===== src/rtl/ex_stage.sv =====
//------------------------------------------------------------------------------
// ex_stage: forwarding muxes, single-cycle ALU and iterative mult/div with HI/LO. Rev 1.0
//------------------------------------------------------------------------------
`default_nettype none

module ex_stage #(
  parameter int MD_ITER = 32,
  parameter int PC_W    = 7
) (
  input  logic            clk,
  input  logic            rst,
  input  logic [5:0]      alu_op,
  input  logic            alu_src,
  input  logic            reg_dst,
  input  logic [PC_W-1:0] pc_next,
  input  logic [31:0]     data1,
  input  logic [31:0]     data2,
  input  logic [31:0]     sign_extend,
  input  logic [4:0]      rt,
  input  logic [4:0]      rd,
  input  logic [1:0]      fwd_a,
  input  logic [1:0]      fwd_b,
  input  logic [31:0]     mem_fwd,
  input  logic [31:0]     wb_fwd,
  input  logic            flush,
  output logic [31:0]     alu_result,
  output logic            zero,
  output logic [4:0]      write_reg,
  output logic [31:0]     store_data,
  output logic [PC_W-1:0] branch_target,
  output logic            stall,
  output logic            md_busy
);

  localparam int CNT_W = (MD_ITER > 1) ? $clog2(MD_ITER) : 1;
  localparam logic [CNT_W-1:0] LAST_CNT = CNT_W'(MD_ITER - 1);

  localparam logic [5:0] OP_SLL   = 6'h00;
  localparam logic [5:0] OP_SRL   = 6'h02;
  localparam logic [5:0] OP_SRA   = 6'h03;
  localparam logic [5:0] OP_LUI   = 6'h0F;
  localparam logic [5:0] OP_MFHI  = 6'h10;
  localparam logic [5:0] OP_MFLO  = 6'h12;
  localparam logic [5:0] OP_MULT  = 6'h18;
  localparam logic [5:0] OP_MULTU = 6'h19;
  localparam logic [5:0] OP_DIV   = 6'h1A;
  localparam logic [5:0] OP_DIVU  = 6'h1B;
  localparam logic [5:0] OP_ADD   = 6'h20;
  localparam logic [5:0] OP_SUB   = 6'h22;
  localparam logic [5:0] OP_AND   = 6'h24;
  localparam logic [5:0] OP_OR    = 6'h25;
  localparam logic [5:0] OP_XOR   = 6'h26;
  localparam logic [5:0] OP_NOR   = 6'h27;
  localparam logic [5:0] OP_SLT   = 6'h2A;
  localparam logic [5:0] OP_SLTU  = 6'h2B;

  typedef enum logic [1:0] {
    IDLE = 2'd0,
    BUSY = 2'd1,
    DONE = 2'd2
  } md_state_e;

  md_state_e        state_q, state_d;
  logic [CNT_W-1:0] count_q, count_d;
  logic [63:0]      acc_q, acc_d;
  logic [31:0]      b_q, b_d;
  logic             is_div_q, is_div_d;
  logic             neg_q, neg_d;
  logic             neg_r_q, neg_r_d;
  logic             div0_q, div0_d;
  logic [31:0]      hi_q, hi_d;
  logic [31:0]      lo_q, lo_d;

  logic [31:0] op_a, fwd_b_val, op_b;
  logic [4:0]  shamt;

  always_comb begin
    case (fwd_a)
      2'b01:   op_a = mem_fwd;
      2'b10:   op_a = wb_fwd;
      default: op_a = data1;
    endcase
    case (fwd_b)
      2'b01:   fwd_b_val = mem_fwd;
      2'b10:   fwd_b_val = wb_fwd;
      default: fwd_b_val = data2;
    endcase
  end

  assign op_b          = alu_src ? sign_extend : fwd_b_val;
  assign shamt         = sign_extend[10:6];
  assign store_data    = fwd_b_val;
  assign write_reg     = reg_dst ? rd : rt;
  assign branch_target = pc_next + sign_extend[PC_W-1:0];
  assign zero          = (alu_result == 32'd0);
  assign md_busy       = (state_q != IDLE);

  always_comb begin
    alu_result = 32'd0;
    case (alu_op)
      OP_ADD:  alu_result = op_a + op_b;
      OP_SUB:  alu_result = op_a - op_b;
      OP_AND:  alu_result = op_a & op_b;
      OP_OR:   alu_result = op_a | op_b;
      OP_XOR:  alu_result = op_a ^ op_b;
      OP_NOR:  alu_result = ~(op_a | op_b);
      OP_SLT:  alu_result = {31'd0, ($signed(op_a) < $signed(op_b))};
      OP_SLTU: alu_result = {31'd0, (op_a < op_b)};
      OP_SLL:  alu_result = op_b << shamt;
      OP_SRL:  alu_result = op_b >> shamt;
      OP_SRA:  alu_result = $unsigned($signed(op_b) >>> shamt);
      OP_LUI:  alu_result = {op_b[15:0], 16'd0};
      OP_MFHI: alu_result = hi_q;
      OP_MFLO: alu_result = lo_q;
      default: alu_result = 32'd0;
    endcase
  end

  // Engine works on magnitudes: acc low half holds multiplier/dividend, high half the partial result.
  logic        is_md, is_signed, sa, sb;
  logic [31:0] abs_a, abs_b;
  logic [32:0] mul_sum;
  logic [63:0] mul_next, div_next, step, prod_fix;
  logic [33:0] div_diff;
  logic        div_ok;
  logic [31:0] quo_fix, rem_fix;

  always_comb begin
    is_md     = (alu_op == OP_MULT) || (alu_op == OP_MULTU) ||
                (alu_op == OP_DIV)  || (alu_op == OP_DIVU);
    is_signed = (alu_op == OP_MULT) || (alu_op == OP_DIV);
    sa        = is_signed & op_a[31];
    sb        = is_signed & op_b[31];
    abs_a     = sa ? -op_a : op_a;
    abs_b     = sb ? -op_b : op_b;

    mul_sum  = {1'b0, acc_q[63:32]} + (acc_q[0] ? {1'b0, b_q} : 33'd0);
    mul_next = {mul_sum, acc_q[31:1]};
    div_diff = {1'b0, acc_q[63:31]} - {2'b00, b_q};
    div_ok   = ~div_diff[33];
    div_next = {(div_ok ? div_diff[31:0] : acc_q[62:31]), acc_q[30:0], div_ok};
    step     = is_div_q ? div_next : mul_next;

    prod_fix = neg_q ? -step : step;
    quo_fix  = div0_q ? 32'hFFFF_FFFF : (neg_q ? -step[31:0] : step[31:0]);
    rem_fix  = neg_r_q ? -step[63:32] : step[63:32];
  end

  always_comb begin
    state_d  = state_q;
    count_d  = count_q;
    acc_d    = acc_q;
    b_d      = b_q;
    is_div_d = is_div_q;
    neg_d    = neg_q;
    neg_r_d  = neg_r_q;
    div0_d   = div0_q;
    hi_d     = hi_q;
    lo_d     = lo_q;
    stall    = 1'b0;
    case (state_q)
      IDLE: begin
        if (is_md && !flush) begin
          stall    = 1'b1;
          state_d  = BUSY;
          count_d  = '0;
          acc_d    = {32'd0, abs_a};
          b_d      = abs_b;
          is_div_d = (alu_op == OP_DIV) || (alu_op == OP_DIVU);
          neg_d    = sa ^ sb;
          neg_r_d  = sa;
          div0_d   = (op_b == 32'd0);
        end
      end
      BUSY: begin
        stall = 1'b1;
        if (flush) begin
          state_d = IDLE;
        end else begin
          acc_d   = step;
          count_d = count_q + CNT_W'(1);
          if (count_q == LAST_CNT) begin
            state_d = DONE;
            if (is_div_q) begin
              hi_d = rem_fix;
              lo_d = quo_fix;
            end else begin
              hi_d = prod_fix[63:32];
              lo_d = prod_fix[31:0];
            end
          end
        end
      end
      default: state_d = IDLE;
    endcase
  end

  always_ff @(posedge clk) begin
    if (rst) begin
      state_q  <= IDLE;
      count_q  <= '0;
      acc_q    <= 64'd0;
      b_q      <= 32'd0;
      is_div_q <= 1'b0;
      neg_q    <= 1'b0;
      neg_r_q  <= 1'b0;
      div0_q   <= 1'b0;
      hi_q     <= 32'd0;
      lo_q     <= 32'd0;
    end else begin
      state_q  <= state_d;
      count_q  <= count_d;
      acc_q    <= acc_d;
      b_q      <= b_d;
      is_div_q <= is_div_d;
      neg_q    <= neg_d;
      neg_r_q  <= neg_r_d;
      div0_q   <= div0_d;
      hi_q     <= hi_d;
      lo_q     <= lo_d;
    end
  end

endmodule

`default_nettype wire


===== config.mk =====
export PLATFORM = sky130hd
export DESIGN_NAME = ex_stage
export DESIGN_NICKNAME = d
export VERILOG_FILES = /design/src/rtl/ex_stage.sv
export SDC_FILE = /design/constraint.sdc
export NUM_CORES = 1
export LEC_CHECK = 0
export CORE_MARGIN = 3
export CORE_UTILIZATION = 30
export DETAILED_ROUTE_END_ITERATION = 7
export SETUP_SLACK_MARGIN = 0.5
export SYNTH_ARGS = -nofsm -noshare
export SYNTH_HDL_FRONTEND = slang
export SYNTH_SLANG_ARGS = --single-unit

===== constraint.sdc =====
create_clock -name clk -period 22 [get_ports clk]
set_clock_uncertainty 0.2 [all_clocks]
set_input_delay 4.4 -clock clk [delete_from_list [all_inputs] [get_ports clk]]
set_output_delay 4.4 -clock clk [all_outputs]
set_load 0.02 [all_outputs]

=== Word level (Yosys, flattened, before mapping) ===
Index checks and enable logic that the tools add are counted.

* Add/subtract/negate cells: 11
* $lt $le $gt $ge: 2
* Equal/unequal tests: 26
* Shifts and indexed selects: 3
* Mux-type cells: 28
* Bitwise gates (word level): 9
* Reductions and logical operators: 17

{| class="wikitable"
|+ Operators by type and width
! operator !! count
|-
| 32-bit case mux with 14 select lines || 1
|-
| 32-bit two-way mux || 10
|-
| 64-bit two-way mux || 4
|-
| 32-bit negation || 4
|-
| 32-bit case mux with 2 select lines || 2
|-
| 64-bit case mux with 2 select lines || 1
|-
| 32-bit zero test || 2
|-
| 32-bit < comparator || 2
|-
| 64-bit negation || 1
|-
| 6-bit == test (second input constant) || 8
|-
| 6-bit by 5-bit == test with 1-bit output (second input constant) || 6
|-
| 33-bit by 32-bit subtractor with 34-bit output || 1
|-
| 32-bit by 32-bit adder with 33-bit output || 1
|-
| 32-bit adder || 1
|-
| 32-bit AND || 1
|-
| 32-bit inverter || 1
|-
| 32-bit OR || 1
|-
| 32-bit by 5-bit << shifter with 32-bit output || 1
|-
| 32-bit by 5-bit >> shifter with 32-bit output || 1
|-
| 32-bit by 5-bit >>> shifter with 32-bit output || 1
|-
| 32-bit subtractor || 1
|-
| 32-bit XOR || 1
|-
| 5-bit two-way mux || 3
|-
| 6-bit by 2-bit == test with 1-bit output (second input constant) || 2
|-
| other kinds (24) || 39
|}

* Register bits after elaboration: 171
* Logic and storage cells: 106

=== Depth between registers and ports, before layout ===
Gate-level depths: netlist of the first run.

* Depth after elaboration: 7
* Gate-level depth with buffers: 25
* Depth with buffers taken out: 22

=== Worst setup path after synthesis of the first run ===
Ideal clock, no wire load.

* Kind: input to output
* Start point: in fwd_b[0]
* End point: out zero
* Arrival: 9.737 ns
* Required time: 17.400 ns
* Path slack: 7.663 ns
* Stages: 23
* Buffers on the path: 4
* Path through: inv_1 ha_1 clkbuf_1 buf_1 clkbuf_1 a221oi_1 o31ai_1 inv_1 ha_1 clkbuf_1 nor3_1 a21oi_1 o21ai_0 a221oi_1 o21ai_0 a2111o_1 a311oi_1 o21ai_0 a211oi_1 o211ai_1 nor2_1 o2111ai_1 nor2_1

* Longest elaborated chain between the ends: 7
* Elaborated cells between the ends (all ways): 17
* Classes of those cells: 2 x add/sub; 2 x order compare; 2 x eq/ne; 3 x shift; 3 x mux; 4 x bitwise; 1 x reduce/logical

{| class="wikitable"
|+ Ends and longest elaborated chain
! item !! RTL line !! text
|-
| start: declaration || 22 || <nowiki>input logic [1:0] fwd_b,</nowiki>
|-
| 2-bit == test or 2-bit by 1-bit == test with 1-bit output (tied branches) || 83 || <nowiki>case (fwd_b)</nowiki>
|-
| 32-bit case mux with 2 select lines (*) || 83 ||
|-
| 32-bit two-way mux (*) || 90 || <nowiki>assign op_b = alu_src ? sign_extend : fwd_b_val;</nowiki>
|-
| branches (longest 2 deep; another with 32-bit subtractor) || -- ||
|-
| 32-bit case mux with 14 select lines (*) || 100 || <nowiki>case (alu_op)</nowiki>
|-
| net alu_result[28] || 26 || <nowiki>output logic [31:0] alu_result,</nowiki>
|-
| 32-bit zero test (*) || 95 || <nowiki>assign zero = (alu_result == 32'd0);</nowiki>
|-
| end: declaration || 27 || <nowiki>output logic zero,</nowiki>
|}

Mark *: on every way through the listed nets, which the timed path passes.

=== Final worst setup path of the first run ===
* Start point: in fwd_b[0]
* End point: out zero

* Longest elaborated chain between the ends: 7
* Elaborated cells between the ends (all ways): 17
* Classes of those cells: 2 x add/sub; 2 x order compare; 2 x eq/ne; 3 x shift; 3 x mux; 4 x bitwise; 1 x reduce/logical

{| class="wikitable"
|+ Ends and longest elaborated chain
! item !! RTL line
|-
| 2-bit == test or 2-bit by 1-bit == test with 1-bit output (tied branches) || 83
|-
| 32-bit case mux with 2 select lines (*) || 83
|-
| 32-bit two-way mux (*) || 90
|-
| branches (longest 2 deep; another with 32-bit subtractor) || --
|-
| 32-bit case mux with 14 select lines (*) || 100
|-
| 32-bit zero test (*) || 95
|}

Every way passes the cells marked *.

==> out/results.tsv, run 1 <==
stage	metric	value	unit
worst_hold_path	startpoint of the worst hold path	b_q[6]	
sta	worst-margin pin slew	1.26	ns
floorplanning	DIE AREA	94600	um^2
logic_synthesis	Ys Warns	0	
sta	shortest clock period the worst path allows after layout	16.82	ns
clock_network	Clock Sink Count	171	
clock_network	TritonCTS clock tree	built	
logic_synthesis	dominant synthesized flop cell	sky130_fd_sc_hd__dfxtp_1	
clock_network	clock slew seen by the registers of the worst setup and hold paths	0.07	ns
layout	most frequent standard cell in the layout excluding fill and tap cells	sky130_fd_sc_hd__nand2_1	
sta	Rel. slew slack	15.5	%
sta	sum of negative setup slack	0	ns
layout	final layout net count	4477	
setup_path	CP Data Arrival Time	12.22	ns
layout	relative area change from synthesis to final layout	16.9	%
routing	final wirelength	155000	um
clock_network	number of buffers inserted during clock tree synthesis	17	
sta	final worst path period share	76.4	%
logic_synthesis	share of Yosys cell area claimed by the top area cell type	12.5	%
logic_synthesis	async set or reset register ratio after synthesis	0	%
status	run status	complete, no violations	
setup_path	register-to-register setup slack	15.39	ns
floorplanning	initial standard-cell utilization of the core	30.5	%
sta	number of setup violations in the final report	0	
logic_synthesis	net count of the mapped netlist	4346	
sta	setup repair after global routing missed its margin	no	
sta	max-slew violations	0	
clock_network	hold_buf cts	0	
clock_network	buffers from clock root to sink, at most	2	
logic_synthesis	Synth area leaders	sky130_fd_sc_hd__dfxtp_1 13%, sky130_fd_sc_hd__ha_1 8.4%, sky130_fd_sc_hd__nand2_1 6.7%	
setup_path	kind of end point of the critical path	output port	
setup_path	critical path launch point type	primary input	
logic_synthesis	Post-Synthesis Cell Area	27300	um^2
logic_synthesis	synthesized area per cell	6.88	um^2
routing	length of the first detailed-routing pass in iterations	6	
floorplanning	core area	89300	um^2
routing	initial detailed-routing violation count	5102	
routing	total vias in the final route	33568	
setup_path	CP startpoint	fwd_b[0]	
clock_network	buffer cell driving the clock tree root	sky130_fd_sc_hd__clkbuf_16	
setup_path	CP required	17.40	ns
setup_path	reg-to-reg critical path startpoint	b_q[18]	
setup_path	crit path max fanout	57	
global_route	met2 usage	44.7	%
worst_hold_path	Tightest Hold Check Type	flip-flop to flip-flop	
flow_run	max-cap violation count	0	
logic_synthesis	post-synthesis cell type count	112	
global_route	Global Route met3 Usage	7.85	%
floorplanning	vertical die dimension	308	um
setup_path	R2R cell count	21	
sta	final hold violations	0	
global_route	busiest metal layer after global routing	met2	
placed_design	Port Buffers	270	
global_route	largest net degree at the start of global routing	87	
logic_synthesis	count of mapped cells out of synthesis	3965	
clock_network	Clock Latency Late Sink	0.48	ns
routing	routed vias/inst	6.36	
global_route	antenna violations before repair	7	
clock_network	CTS H-tree depth	4	
floorplanning	floorplan die width	308	um
logic_synthesis	number of storage elements in the synthesis netlist	171	
global_route	global route overflow	0	
setup_path	endpoint of the most critical register-to-register path	hi_q[24]	
placed_design	global placement routability congestion	1.08	
global_route	global routing met1 resource utilization	42.9	%
global_route	number of global-route vias before repair	30039	
worst_hold_path	Hold Path Depth	2	
routing	routed wirelength normalized by instance count	29.3	um
pwr	leakage power total	12.2	nW
pwr	power per unit of standard cell area	47.0	nW/um^2
placed_design	placed wire-length estimate	124000	um
floorplanning	num ports	271	
sta	Fmax achieved	59.5	MHz
logic_synthesis	number of synthesized flops with an enable pin	0	
global_route	global-route usage over all layers	31.1	%
pwr	maximum vdd drop	0.0400	mV
logic_synthesis	sequential area share after synthesis	12.5	%
global_route	global-route wire length before repair	218000	um
layout	top library cells by usage in the layout, fill and taps aside	487 x sky130_fd_sc_hd__nand2_1, 381 x sky130_fd_sc_hd__nor2_1, 353 x sky130_fd_sc_hd__a21oi_1	
floorplanning	Site Rows	109	
layout	layout cell share with drive strength beyond 1	7.64	%
sta	Post-Route Hold Slack	0.251	ns
clock_network	number of setup buffers added after CTS	0	
routing	total DRC errors in the routed layout	0	
routing	antenna-violating nets left	0	
setup_path	kind of critical path	primary input to output port	
logic_synthesis	post-synth top area cell	sky130_fd_sc_hd__dfxtp_1	
clock_network	Gates resized, CTS repair	0	
worst_hold_path	endpoint with the worst hold slack	b_q[6]	
-- Yosys cell counts (all sizes together) (24+ instances only) --
master	count
a221o	33
o21a	47
o21ai	250
inv	220
o211ai	88
nor3	100
a211oi	90
ha	184
o22ai	48
dfxtp	171
or2	24
nor2	385
nand2	490
mux2i	97
nand4	40
o31ai	46
and2	25
o221ai	27
mux2	26
nor2b	38
a22oi	50
a21o	42
nand2b	29
clkbuf	200
or3	30
and3	30
nand3	97
a221oi	55
mux4	38
xnor2	146
xor2	26
a21oi	355
buf	71
a31oi	54
-- cells by family after synthesis --
family | synth area share (%)
AOI/OAI and AO/OA | 35.3
muxes | 7.77
DFF | 12.5
buffers and inverters | 6.97
xor gates and xnor gates | 5.52
and+or+nand+nor | 23.1
adders and majority gates | 8.81
-- worst max-delay path: stages --
cell	delay (ns)
sky130_fd_sc_hd__clkdlybuf4s50_1	0.48
sky130_fd_sc_hd__inv_1	0.05
sky130_fd_sc_hd__ha_1	0.27
sky130_fd_sc_hd__buf_4	0.49
sky130_fd_sc_hd__inv_1	0.41
sky130_fd_sc_hd__o21ai_0	0.75
sky130_fd_sc_hd__o21a_1	0.62
sky130_fd_sc_hd__ha_1	0.54
sky130_fd_sc_hd__nor2_1	0.34
sky130_fd_sc_hd__nand2_1	0.20
sky130_fd_sc_hd__a211oi_1	0.59
sky130_fd_sc_hd__o311ai_0	0.34
sky130_fd_sc_hd__a31o_2	0.35
sky130_fd_sc_hd__o311ai_0	0.48
sky130_fd_sc_hd__a21oi_1	0.17
sky130_fd_sc_hd__nand2_1	0.09
sky130_fd_sc_hd__a2bb2oi_1	0.09
sky130_fd_sc_hd__nor4_1	0.40
sky130_fd_sc_hd__nand4_1	0.20
sky130_fd_sc_hd__nor2_1	0.27
sky130_fd_sc_hd__clkdlybuf4s50_1	0.66
-- power breakdown --
group / leakage, nW / internal (W) / switching [W]
sequential: 1.38 / 0.000311 / 0.00000199
clock: 0.305 / 0.000158 / 0.000164
combinational: 10.5 / 0.000287 / 0.000575
total: 12.2 / 0.000756 / 0.000742
-- cell type report --
cell class	count	area [um^2]
Sequential cell	171	3430
Tap cell	1165	1460
Inverter	223	837
Timing Repair Buffer	383	3530
Fill cell	9628	57400
Antenna cell	2	5.00
Multi-Input combinational cell	3300	22000
Clock inverter	15	204
Clock buffer	17	425
-- sequential cells by signal, indices dropped and copies added (netlist names) --
register and cells:
acc_q 64, lo_q 32, count_q 5, is_div_q 1, neg_q 1, neg_r_q 1
b_q 32, hi_q 32, state_q 2, div0_q 1
-- worst max path at each step --
stage                end  slack, ns  cells past startpoint
floorplan           zero       7.66                     23
global placement    zero       5.69                     22
detailed placement  zero       5.55                     22
CTS                 zero       5.50                     22
global route        zero       4.99                     21
finish              zero       5.18                     21
-- per-stage QoR --
step / std cells / setup slack, ns / util, % / instance area, um^2 / power (W)
2_1_floorplan: 3965 / 7.66 / - / 27300 / 0.000792
3_3_place_gp: 5242 / 5.69 / 35.0 / 31300 / 0.00115
3_5_place_dp: 5242 / 5.55 / 35.0 / 31300 / 0.00114
4_1_cts: 5274 / 5.50 / 35.7 / 31900 / 0.00147
5_1_grt: 5275 / 4.99 / 35.7 / 31900 / 0.00155
6_report: 5276 / 5.18 / 35.7 / 31900 / 0.00150
-- per-layer routing --
| metal | share of wire (%) | up-vias |
|---|---|---|
| li1 | - | 14965 |
| met1 | 41 | 15992 |
| met2 | 41 | 2200 |
| met3 | 11 | 405 |
| met4 | 6.0 | 6 |
| met5 | 0.030 | - |
No activity file was read; power rests on OpenSTA's default activity.
==> inputs of run 2 (changes only) <==
Clock period 22 ns to 15.1 ns, I/O delays scaled along.
==> run 2 against run 1 <==
  * Worst hold slack better by 0.0035 ns
  * Sequential power is 46% higher
  * Core utilization hardly changed
  * Flip-flop and latch count stayed put
  * Non-clock buffer count is 1 higher
  * Power is 46% higher
  * Wire length is 1.3% higher
  * Register-to-register slack worse by 6.9 ns
  * Critical endpoint unchanged
  * Clock-buffer cell count stayed put
  * Die area stayed put
  * Critical path type unchanged
  * Global-route usage is 0.42 points higher
  * Highest routed layer unchanged
  * First-iteration DRC count is 8.7% lower
==> out/results.tsv, run 2 (synthesis results as in run 1) <==
stage	metric	value	unit	change
placed_design	total placed cells including tap cells	5243		+0.019%
floorplanning	DIE AREA	94600	um^2	unchanged
setup_path	ordered list of cells on the worst path	clkdlybuf4s50_1 > ha_1 > a221oi_1 > or2_2 > o21ai_1 > inv_1 > ha_1 > inv_1 > o211ai_1 > a22oi_1 > inv_1 > a2bb2oi_1 > a221oi_1 > o211ai_1 > or3_1 > nor4_1 > nand4_1 > nor2_1 > clkdlybuf4s50_1		
routing	total DRC errors in the routed layout	0		unchanged
global_route	largest net degree at the start of global routing	77		-11%
sta	number of setup violations in the final report	0		unchanged
floorplanning	vertical die dimension	308	um	unchanged
placed_design	placed wire-length estimate	126000	um	+1.7%
clock_network	Clock Sink Count	171		unchanged
setup_path	critical path launch point type	primary input		
worst_hold_path	endpoint with the worst hold slack	b_q[7]		
layout	layout cell share with drive strength beyond 1	7.69	%	+0.047 points
setup_path	top cell family by delay on the critical path	compound AO/OA/AOI/OAI gates		
placed_design	Port Buffers	270		unchanged
layout	top library cells by usage in the layout, fill and taps aside	487 x sky130_fd_sc_hd__nand2_1, 381 x sky130_fd_sc_hd__nor2_1, 352 x sky130_fd_sc_hd__a21oi_1		
sta	worst-margin pin slew	1.31	ns	+0.0442 ns
setup_path	register-to-register setup slack	8.48	ns	-6.91 ns
clock_network	buffers from clock root to sink, at most	2		unchanged
global_route	number of global-route vias before repair	30516		+1.6%
setup_path	kind of critical path	primary input to output port		
routing	total vias in the final route	33610		+0.13%
clock_network	Clock Latency Late Sink	0.46	ns	-0.02 ns
clock_network	buffer cell driving the clock tree root	sky130_fd_sc_hd__clkbuf_16		
sta	Fmax achieved	70.3	MHz	
pwr	power per unit of standard cell area	68.5	nW/um^2	+46%
setup_path	kind of end point of the critical path	output port		
clock_network	TritonCTS clock tree	built		
setup_path	endpoint of the most critical register-to-register path	hi_q[24]		
layout	post-layout instance count excluding filler cells	5279		+0.057%
floorplanning	floorplan die width	308	um	unchanged
sta	shortest clock period the worst path allows after layout	14.22	ns	
global_route	global route overflow	0		unchanged
sta	setup repair after global routing missed its margin	no		
sta	sum of negative setup slack	0	ns	unchanged
floorplanning	core area	89300	um^2	unchanged
setup_path	R2R cell count	21		unchanged
floorplanning	initial standard-cell utilization of the core	30.5	%	unchanged
status	run status	complete, no violations		
floorplanning	Site Rows	109		unchanged
routing	routed wirelength normalized by instance count	29.7	um	+1.3%
global_route	antenna violations before repair	3		-4
layout	max FFs per register	64		unchanged
layout	largest register by flop count	acc_q		
placed_design	global placement routability congestion	1.07		-1.1%
layout	filler cell count	9610		-0.19%
pwr	leakage power total	12.2	nW	about the same
routing	final wirelength	157000	um	+1.3%
sta	max-slew violations	0		unchanged
setup_path	CP Data Arrival Time	11.00	ns	-1.22 ns
layout	most frequent standard cell in the layout excluding fill and tap cells	sky130_fd_sc_hd__nand2_1		
worst_hold_path	Hold Path Depth	2		unchanged
worst_hold_path	startpoint of the worst hold path	b_q[7]		
setup_path	CP required	11.88	ns	-5.52 ns
layout	relative area change from synthesis to final layout	17.0	%	about the same
setup_path	cell with the most instances on the worst path	sky130_fd_sc_hd__inv_1		
pwr	maximum vdd drop	0.0670	mV	+67%
flow_run	max-cap violation count	0		unchanged
setup_path	crit path max fanout	26		-54%
clock_network	Gates resized, CTS repair	0		unchanged
setup_path	stage delay of the slowest cell on the critical path	0.75	ns	about the same
clock_network	number of buffers inserted during clock tree synthesis	17		unchanged
setup_path	reg-to-reg critical path startpoint	b_q[18]		
clock_network	CTS H-tree depth	4		unchanged
floorplanning	num ports	271		unchanged
clock_network	hold_buf cts	0		unchanged
routing	initial detailed-routing violation count	4659		-8.7%
global_route	global-route wire length before repair	221000	um	+1.4%
layout	final layout net count	4478		+0.022%
routing	routed vias/inst	6.37		about the same
setup_path	total buffers and inverters traversed by the critical path	5		unchanged
sta	final hold violations	0		unchanged
routing	length of the first detailed-routing pass in iterations	8		+2
routing	antenna-violating nets left	0		unchanged
worst_hold_path	Tightest Hold Check Type	flip-flop to flip-flop		
clock_network	clock slew seen by the registers of the worst setup and hold paths	0.07	ns	about the same
global_route	global-route usage over all layers	31.5	%	+0.42 points
sta	final worst path period share	94.2	%	
setup_path	highest-delay cell along the critical path	sky130_fd_sc_hd__ha_1		
clock_network	number of setup buffers added after CTS	0		unchanged
sta	Rel. slew slack	10.3	%	-5.2 points
## run 2: metal layers
metal,track usage [%],up-vias,wire length (um)
li1,-,14954,-
met1,43.4,16162,65900
met2,45.3,2110,63800
met3,8.00,380,17400
met4,16.0,4,9410
met5,0,-,22
## run 2: cell type report
type                       count  area [um^2]  share of cell area [%]
clock inverter                15          184                   0.576
inverter                     223          837                    2.62
multi-input combinational   3300        22000                    69.1
tap                         1165         1460                    4.57
clock buffer                  17          425                    1.33
timing repair buffer         384         3530                    11.1
sequential                   171         3430                    10.7
antenna                        4         10.0                  0.0314
## run 2: worst max path at each step
stage / from / to / slack [ns] / cells past startpoint
3_5_place_dp: fwd_b[1] / zero / 1.25 / 22
6_report: fwd_b[1] / zero / 0.88 / 19
5_1_grt: fwd_b[1] / zero / 0.75 / 21
3_3_place_gp: fwd_b[1] / zero / 1.28 / 22
2_1_floorplan: fwd_b[0] / zero / 3.52 / 23
4_1_cts: fwd_b[1] / zero / 1.20 / 22
## run 2: tightest hold or removal path, stage by stage, from the launching register on
cell and delay, ns:
sky130_fd_sc_hd__dfxtp_1 0.31, sky130_fd_sc_hd__nand2_1 0.05, sky130_fd_sc_hd__a21oi_1 0.05
## run 2: stage by stage
step | total power, W | utilization, % | worst slack (ns) | area (um^2) | hold WS [ns]
after detailed placement | 0.00167 | 35.0 | 1.25 | 31300 | 0.247
after global placement | 0.00169 | 35.0 | 1.28 | 31300 | 0.240
after global routing | 0.00225 | 35.7 | 0.746 | 31900 | 0.270
after CTS | 0.00214 | 35.7 | 1.20 | 31900 | 0.257
after floorplan | 0.00115 | - | 3.52 | 27300 | 0.231
final | 0.00218 | 35.7 | 0.882 | 31900 | 0.254
## run 2: power breakdown
group | switching (W) | internal, W
clock network | 0.000235 | 0.000227
registers | 0.00000336 | 0.000453
logic | 0.000845 | 0.000421
total | 0.00108 | 0.00110
